File: src/rtl/muldiv_seq.sv
// -----------------------------------------------------------------------------
// muldiv_seq -- sequential integer multiply / divide unit (RISC-V M semantics)
//
// One operation at a time. A request is accepted in IDLE. PREP turns signed
// operands into magnitudes and records the result sign. CALC runs WIDTH
// iterations on one shared WIDTH+1-bit adder: shift-add for multiply, restoring
// shift-subtract for divide. FIX applies the recorded sign. DONE holds the
// response until the consumer takes it.
//
// The response registers load one edge after DONE is entered. As a result:
//   normal ops          : resp_valid rises WIDTH+3 edges after the accepting edge
//   div-by-zero/overflow: resp_valid rises 2 edges after the accepting edge
//   unsupported op      : resp_valid rises 2 edges after the accepting edge
//
// Build option:
//   MULDIV_SEQ_DIV_EN  defined   -> division ops 4..7 are implemented
//                      undefined -> ops 4..7 answer resp_data=0, resp_err=1,
//                                   and no divide datapath is built
//
// Parameters:
//   WIDTH       operand/result width (even, >= 4)
// Ports:
//   clk         sole clock, rising edge
//   rst_n       asynchronous active-low reset
//   req_valid   request present
//   req_ready   request accepted when high together with req_valid (IDLE only)
//   req_op      0 MUL, 1 MULH, 2 MULHSU, 3 MULHU, 4 DIV, 5 DIVU, 6 REM, 7 REMU
//   req_a       operand A / dividend
//   req_b       operand B / divisor
//   resp_valid  result present (DONE only)
//   resp_ready  consumer takes the result
//   resp_data   result, zero while resp_valid is low
//   resp_err    op unsupported in this build
//   busy        high in every state except IDLE
// -----------------------------------------------------------------------------
module muldiv_seq #(
    parameter int WIDTH = 32
) (
    input  logic             clk,
    input  logic             rst_n,
    input  logic             req_valid,
    output logic             req_ready,
    input  logic [2:0]       req_op,
    input  logic [WIDTH-1:0] req_a,
    input  logic [WIDTH-1:0] req_b,
    output logic             resp_valid,
    input  logic             resp_ready,
    output logic [WIDTH-1:0] resp_data,
    output logic             resp_err,
    output logic             busy
);

    localparam int CW = $clog2(WIDTH) + 1;
`ifdef MULDIV_SEQ_DIV_EN
    // The divide step needs the adder carry-out to detect "no borrow".
    localparam int SW = WIDTH + 2;
`else
    localparam int SW = WIDTH + 1;
`endif

    localparam logic [2:0] OP_MUL    = 3'd0;
    localparam logic [2:0] OP_MULH   = 3'd1;
    localparam logic [2:0] OP_MULHSU = 3'd2;
    localparam logic [2:0] OP_MULHU  = 3'd3;
    localparam logic [2:0] OP_DIV    = 3'd4;
    localparam logic [2:0] OP_DIVU   = 3'd5;
    localparam logic [2:0] OP_REM    = 3'd6;
    localparam logic [2:0] OP_REMU   = 3'd7;

    typedef enum logic [2:0] {
        S_IDLE = 3'd0,
        S_PREP = 3'd1,
        S_CALC = 3'd2,
        S_FIX  = 3'd3,
        S_DONE = 3'd4
    } state_t;

    // Two's-complement negation over WIDTH bits.
    function automatic logic [WIDTH-1:0] neg_w(input logic [WIDTH-1:0] v);
        return ~v + WIDTH'(1);
    endfunction

    // Two's-complement negation over the full 2*WIDTH-bit product.
    function automatic logic [2*WIDTH-1:0] neg_2w(input logic [2*WIDTH-1:0] v);
        return ~v + (2*WIDTH)'(1);
    endfunction

    state_t           state_q, state_d;
    logic [2:0]       op_q, op_d;
    logic [WIDTH-1:0] a_q, a_d;
    logic [WIDTH-1:0] b_q, b_d;
    logic [WIDTH-1:0] m_q, m_d;     // multiplicand / divisor magnitude
    logic [WIDTH-1:0] hi_q, hi_d;   // product high half / partial remainder
    logic [WIDTH-1:0] lo_q, lo_d;   // multiplier+product low half / dividend+quotient
    logic [CW-1:0]    cnt_q, cnt_d;
    logic             neg_q, neg_d; // negate product, or quotient
    logic             err_q, err_d;
`ifdef MULDIV_SEQ_DIV_EN
    logic             rneg_q, rneg_d; // negate remainder
    logic             ovf_s;
`endif

    logic             req_ready_q, req_ready_d;
    logic             resp_valid_q, resp_valid_d;
    logic [WIDTH-1:0] resp_data_q, resp_data_d;
    logic             resp_err_q, resp_err_d;
    logic             busy_q, busy_d;

    logic             a_signed_s, b_signed_s;
    logic             a_neg_s, b_neg_s;
    logic [WIDTH-1:0] mag_a_s, mag_b_s;
    logic [WIDTH:0]   add_x_s, add_y_s;
    logic             add_cin_s;
    logic [SW-1:0]    add_sum_s;
    logic [WIDTH-1:0] result_s;

    assign req_ready  = req_ready_q;
    assign resp_valid = resp_valid_q;
    assign resp_data  = resp_data_q;
    assign resp_err   = resp_err_q;
    assign busy       = busy_q;

    // Operand signedness and magnitudes used by PREP
    always_comb begin
        a_signed_s = (op_q == OP_MULH) || (op_q == OP_MULHSU) ||
                     (op_q == OP_DIV)  || (op_q == OP_REM);
        b_signed_s = (op_q == OP_MULH) || (op_q == OP_DIV) || (op_q == OP_REM);
        a_neg_s    = a_signed_s && a_q[WIDTH-1];
        b_neg_s    = b_signed_s && b_q[WIDTH-1];
        mag_a_s    = a_neg_s ? neg_w(a_q) : a_q;
        mag_b_s    = b_neg_s ? neg_w(b_q) : b_q;
`ifdef MULDIV_SEQ_DIV_EN
        ovf_s      = ((op_q == OP_DIV) || (op_q == OP_REM)) &&
                     (a_q == {1'b1, {(WIDTH-1){1'b0}}}) &&
                     (b_q == {WIDTH{1'b1}});
`endif
    end

    // Shared adder: accumulate for multiply, trial subtract for divide
    always_comb begin
        add_x_s   = {1'b0, hi_q};
        add_y_s   = lo_q[0] ? {1'b0, m_q} : {(WIDTH+1){1'b0}};
        add_cin_s = 1'b0;
`ifdef MULDIV_SEQ_DIV_EN
        if (op_q[2]) begin
            // {remainder, next dividend bit} - divisor, via x + ~y + 1
            add_x_s   = {hi_q, lo_q[WIDTH-1]};
            add_y_s   = ~{1'b0, m_q};
            add_cin_s = 1'b1;
        end else begin
            add_cin_s = 1'b0;
        end
`endif
        add_sum_s = SW'(add_x_s) + SW'(add_y_s) + SW'(add_cin_s);
    end

    // Result selection from the hi/lo working registers
    always_comb begin
        result_s = {WIDTH{1'b0}};
        case (op_q)
            OP_MUL:                       result_s = lo_q;
            OP_MULH, OP_MULHSU, OP_MULHU: result_s = hi_q;
`ifdef MULDIV_SEQ_DIV_EN
            OP_DIV, OP_DIVU:              result_s = lo_q;
            OP_REM, OP_REMU:              result_s = hi_q;
`endif
            default:                      result_s = {WIDTH{1'b0}};
        endcase
    end

    // FSM next state, datapath next values and registered outputs
    always_comb begin
        state_d = state_q;
        op_d    = op_q;
        a_d     = a_q;
        b_d     = b_q;
        m_d     = m_q;
        hi_d    = hi_q;
        lo_d    = lo_q;
        cnt_d   = cnt_q;
        neg_d   = neg_q;
        err_d   = err_q;
`ifdef MULDIV_SEQ_DIV_EN
        rneg_d  = rneg_q;
`endif
        case (state_q)
            S_IDLE: begin
                if (req_valid) begin
                    state_d = S_PREP;
                    op_d    = req_op;
                    a_d     = req_a;
                    b_d     = req_b;
                    err_d   = 1'b0;
                end else begin
                    state_d = S_IDLE;
                end
            end
            S_PREP: begin
                hi_d  = {WIDTH{1'b0}};
                cnt_d = {CW{1'b0}};
                neg_d = a_neg_s ^ b_neg_s;
                if (op_q[2]) begin
`ifdef MULDIV_SEQ_DIV_EN
                    rneg_d = a_neg_s;
                    m_d    = mag_b_s;
                    lo_d   = mag_a_s;
                    if (b_q == {WIDTH{1'b0}}) begin
                        lo_d    = {WIDTH{1'b1}};
                        hi_d    = a_q;
                        state_d = S_DONE;
                    end else if (ovf_s) begin
                        lo_d    = a_q;
                        hi_d    = {WIDTH{1'b0}};
                        state_d = S_DONE;
                    end else begin
                        state_d = S_CALC;
                    end
`else
                    lo_d    = {WIDTH{1'b0}};
                    err_d   = 1'b1;
                    state_d = S_DONE;
`endif
                end else begin
                    m_d     = mag_a_s;
                    lo_d    = mag_b_s;
                    state_d = S_CALC;
                end
            end
            S_CALC: begin
                cnt_d = cnt_q + CW'(1);
`ifdef MULDIV_SEQ_DIV_EN
                if (op_q[2]) begin
                    // Carry out set means the trial subtraction did not borrow.
                    if (add_sum_s[WIDTH+1]) begin
                        hi_d = add_sum_s[WIDTH-1:0];
                    end else begin
                        hi_d = {hi_q[WIDTH-2:0], lo_q[WIDTH-1]};
                    end
                    lo_d = {lo_q[WIDTH-2:0], add_sum_s[WIDTH+1]};
                end else begin
                    hi_d = add_sum_s[WIDTH:1];
                    lo_d = {add_sum_s[0], lo_q[WIDTH-1:1]};
                end
`else
                hi_d = add_sum_s[WIDTH:1];
                lo_d = {add_sum_s[0], lo_q[WIDTH-1:1]};
`endif
                if (cnt_q == CW'(WIDTH - 1)) begin
                    state_d = S_FIX;
                end else begin
                    state_d = S_CALC;
                end
            end
            S_FIX: begin
                state_d = S_DONE;
`ifdef MULDIV_SEQ_DIV_EN
                if (op_q[2]) begin
                    if (neg_q) begin
                        lo_d = neg_w(lo_q);
                    end else begin
                        lo_d = lo_q;
                    end
                    if (rneg_q) begin
                        hi_d = neg_w(hi_q);
                    end else begin
                        hi_d = hi_q;
                    end
                end else if (neg_q) begin
                    {hi_d, lo_d} = neg_2w({hi_q, lo_q});
                end else begin
                    {hi_d, lo_d} = {hi_q, lo_q};
                end
`else
                if (neg_q) begin
                    {hi_d, lo_d} = neg_2w({hi_q, lo_q});
                end else begin
                    {hi_d, lo_d} = {hi_q, lo_q};
                end
`endif
            end
            S_DONE: begin
                if (resp_valid_q && resp_ready) begin
                    state_d = S_IDLE;
                end else begin
                    state_d = S_DONE;
                end
            end
            default: begin
                state_d = S_IDLE;
            end
        endcase

        // Response is presented from the second DONE cycle until taken.
        resp_valid_d = (state_q == S_DONE) && !(resp_valid_q && resp_ready);
        resp_data_d  = resp_valid_d ? result_s : {WIDTH{1'b0}};
        resp_err_d   = resp_valid_d && err_q;
        req_ready_d  = (state_d == S_IDLE);
        busy_d       = (state_d != S_IDLE);
    end

    // State, datapath and output registers
    always_ff @(posedge clk or negedge rst_n) begin
        if (!rst_n) begin
            state_q      <= S_IDLE;
            op_q         <= 3'd0;
            a_q          <= {WIDTH{1'b0}};
            b_q          <= {WIDTH{1'b0}};
            m_q          <= {WIDTH{1'b0}};
            hi_q         <= {WIDTH{1'b0}};
            lo_q         <= {WIDTH{1'b0}};
            cnt_q        <= {CW{1'b0}};
            neg_q        <= 1'b0;
            err_q        <= 1'b0;
`ifdef MULDIV_SEQ_DIV_EN
            rneg_q       <= 1'b0;
`endif
            req_ready_q  <= 1'b1;
            resp_valid_q <= 1'b0;
            resp_data_q  <= {WIDTH{1'b0}};
            resp_err_q   <= 1'b0;
            busy_q       <= 1'b0;
        end else begin
            state_q      <= state_d;
            op_q         <= op_d;
            a_q          <= a_d;
            b_q          <= b_d;
            m_q          <= m_d;
            hi_q         <= hi_d;
            lo_q         <= lo_d;
            cnt_q        <= cnt_d;
            neg_q        <= neg_d;
            err_q        <= err_d;
`ifdef MULDIV_SEQ_DIV_EN
            rneg_q       <= rneg_d;
`endif
            req_ready_q  <= req_ready_d;
            resp_valid_q <= resp_valid_d;
            resp_data_q  <= resp_data_d;
            resp_err_q   <= resp_err_d;
            busy_q       <= busy_d;
        end
    end

endmodule
File: config.mk
export PLATFORM = sky130hd
export DESIGN_NAME = muldiv_seq
export DESIGN_NICKNAME = d
export VERILOG_FILES = /design/src/rtl/muldiv_seq.sv
export SDC_FILE = /design/constraint.sdc
export NUM_CORES = 1
export LEC_CHECK = 0
export ABC_AREA = 1
export CAP_MARGIN = 10
export CORE_MARGIN = 2
export CORE_UTILIZATION = 45
export CTS_CLUSTER_SIZE = 16
export DETAILED_ROUTE_END_ITERATION = 7
export GPL_TIMING_DRIVEN = 0
export SLEW_MARGIN = 20
export SYNTH_ARGS = -nofsm -noshare
export SYNTH_HDL_FRONTEND = slang
export SYNTH_SLANG_ARGS = --single-unit
File: constraint.sdc
create_clock -name clk -period 5.6 [get_ports clk]
set_input_delay 1.12 -clock clk [delete_from_list [all_inputs] [get_ports clk]]
set_output_delay 1.12 -clock clk [all_outputs]
set_load 0.02 [all_outputs]
==> reports/qor.yml <==
clock_latency_ps: 550
cts_setup_buffers: 0
synthArstFlopShare_pct: 100
boundaryPins: 107
holdBufCountCts: 0
finClkSkew_ps: 29.0
worst-path-max-fanout: 10
drc: 0
grt_max_degree: 101
cts_resized: 0
final.period_utilization_pct: 59.5
die_x_um: 187
clock.fmax_mhz: 300
r2r_end: "hi_q[29]"
powerDensity_nw_per_um2: 559
final_cells: 2970
synth_cell_types: 51
netlist_area_um2: 15100
numCtsBuffers: 25
outcome: "complete, no violations"
cts_tree: "done"
cp_data_required_time_ps: 6060
reg2reg_from: "lo_q[0]"
core_um2: 32700
avgSynthCellArea_um2: 6.34
cp-endpoint: "hi_q[29]"
synthCells: 2375
maxCapViolations: 0
routed_via_density: 5.42
nFillCells: 3410
slew_violations: 0
grt_pass1_vias: 15003
place_ws_ps: 2310
die_y_um: 187
final_util_pct: 53.7
first_iter_violations: 1539
final_common_cell: "nand2_1"
place_inst: 2925
die_area_um2: 34900
area_delta_synth_final_pct: 16.6
synthesis.nets: 2483
grt_pass1_wl_um: 87000
antenna_cells: 0
port_buffers: 106
finalHoldViolCount: 0
p_sw_uw: 5060
reg2reg_slack_ps: 2270
p_int_uw: 4760
setup_viol: 0
clkPwrFrac_pct: 16.9
cp.arrival_ps: 3790
cts_buffer_depth: 3
r2r_cells: 18
cts.htree.levels: 1
mostFrequentLayoutCells: "714 x nand2_1, 339 x inv_1, 313 x nor2_1"
critical_path_class: "reg2reg"
yosysSeqAreaShare_pct: 34.9
ant_nets: 0
rows: 66
p_leak_uw: 0.00879
first_pass_iters: 8
synth_edf_count: 0
dpl.hpwl_um: 45800
critPathLaunchType: "flip-flop"
final_nets: 2618
pwr-share-seq_pct: 29.0
cp-startpoint: "lo_q[0]"
root_buffer: "clkbuf_16"
endpoint_kind: "flip-flop"
worst_pin_slew_ps: 1090
vias: 16093
fin_ws_ps: 2270
rsz0062_at_grt: "false"
wl_per_cell_um: 19.0
gr-usage-all-layers_pct: 32.0
slew_headroom_pct: 27.6
hold_path_class: "in2async"
switching_share_pct: 51.5
overflow: 0
start_util_pct: 46.0
yosysWarnings: 0
total_power_uw: 9820
drt_wl_total_um: 56400
synth_seq_cells: 210
peakVddDrop_v: 0.000330
clk_pin_slew_ps: 60
p_comb_share_pct: 54.0
drive_gt1_share_pct: 5.14
gp_congestion: 0.987
ys.flop_type: "dfrtp_1"
clkSinkCount: 210
antenna_found_initial: 0
period_needed_ps: 3330
[cell type report]
cell class / instances / area [µm²] / share of cell area (%)
timing repair buffer: 108 / 1120 / 6.38
sequential: 210 / 5260 / 29.9
inverter: 348 / 1310 / 7.45
tap: 442 / 553 / 3.15
clock inverter: 11 / 123 / 0.698
buffer: 67 / 325 / 1.85
clock buffer: 34 / 709 / 4.04
multi-input combinational: 1750 / 8160 / 46.5
[synth_stat cells (19+ instances only)]
master | count | area share (%)
a21oi_1 | 104 | 3.5
buf_2 | 23 | 0.76
clkbuf_1 | 35 | 0.87
dfrtp_1 | 209 | 35
ha_1 | 36 | 3.0
inv_1 | 339 | 8.5
nand2_1 | 714 | 18
nand3_1 | 213 | 7.1
nand4_1 | 24 | 1.0
nor2_1 | 313 | 7.8
nor3_1 | 19 | 0.63
o21ai_0 | 142 | 4.7
o21ai_1 | 27 | 0.90
o22ai_1 | 36 | 1.5
xor2_1 | 22 | 1.3
[state kept, by name, indices dropped and copies added, names as in the netlist]
name / cells
a_q: 32
b_q: 32
hi_q: 32
lo_q: 32
m_q: 32
resp_data: 32
cnt_q: 6
op_q: 3
state_q: 3
busy: 1
err_q: 1
neg_q: 1
req_ready: 1
resp_err: 1
resp_valid: 1
[cell families after synthesis]
family / synth area share (%)
buffers and inverters: 10.8
DFF: 34.9
adders and majority gates: 3.13
and+or+nand+nor: 36.5
AOI/OAI and AO/OA: 13.2
xor gates and xnor gates: 1.34
[power groups by stage]
stage	Combinational (µW)	Sequential [µW]	Clock, µW
2_1_floorplan	3530	2640	0
4_1_cts	5190	2820	1690
5_1_grt	5860	2920	1760
6_report	5300	2850	1660
3_3_place_gp	5100	2840	0
3_5_place_dp	5160	2840	0
[stage by stage]
stage | hold slack [ps] | TNS (ps) | instance area [µm²]
floorplan | 449 | 0 | 15100
global placement | 466 | -1119960 | 16700
detailed placement | 471 | 0 | 16700
CTS | 462 | 0 | 17600
global route | 493 | 0 | 17600
finish | 462 | 0 | 17600
[how the worst min path moves through the flow]
| stage | start | to | slack, ps | depth (start not counted) |
|---|---|---|---|---|
| after CTS | rst_n | resp_data[2] | 460 | 1 |
| after floorplan | m_q[28] | m_q[28] | 450 | 2 |
| after global routing | rst_n | resp_data[2] | 490 | 1 |
| final | rst_n | resp_data[2] | 460 | 1 |
| after detailed placement | m_q[26] | m_q[26] | 470 | 2 |
| after global placement | neg_q | neg_q | 470 | 2 |
[per-layer routing]
| metal | share of wire [%] | GRT usage [%] | vias to the layer above |
|---|---|---|---|
| met2 | 43 | 49.7 | 713 |
| met1 | 47 | 46.8 | 7441 |
| met5 | 0 | 0 | - |
| met4 | 2.1 | 7.20 | 0 |
| met3 | 7.9 | 5.05 | 80 |
| li1 | - | - | 7859 |
[critical path, cell delays in order (launching register included)]
cell and delay [ps]:
dfrtp_1 350, buf_6 130, clkbuf_1 370, nand2_1 110
inv_1 90, ha_1 220, inv_1 70, fa_1 350
inv_1 160, nand3_1 90, nand3_1 240, nand2_1 90
nand2_1 200, nand2_1 90, nand2_1 120, nand2_1 130
nand3_1 100, nand3_1 140, a21oi_1 180
Note: power is estimated with default switching activity, not from simulation.
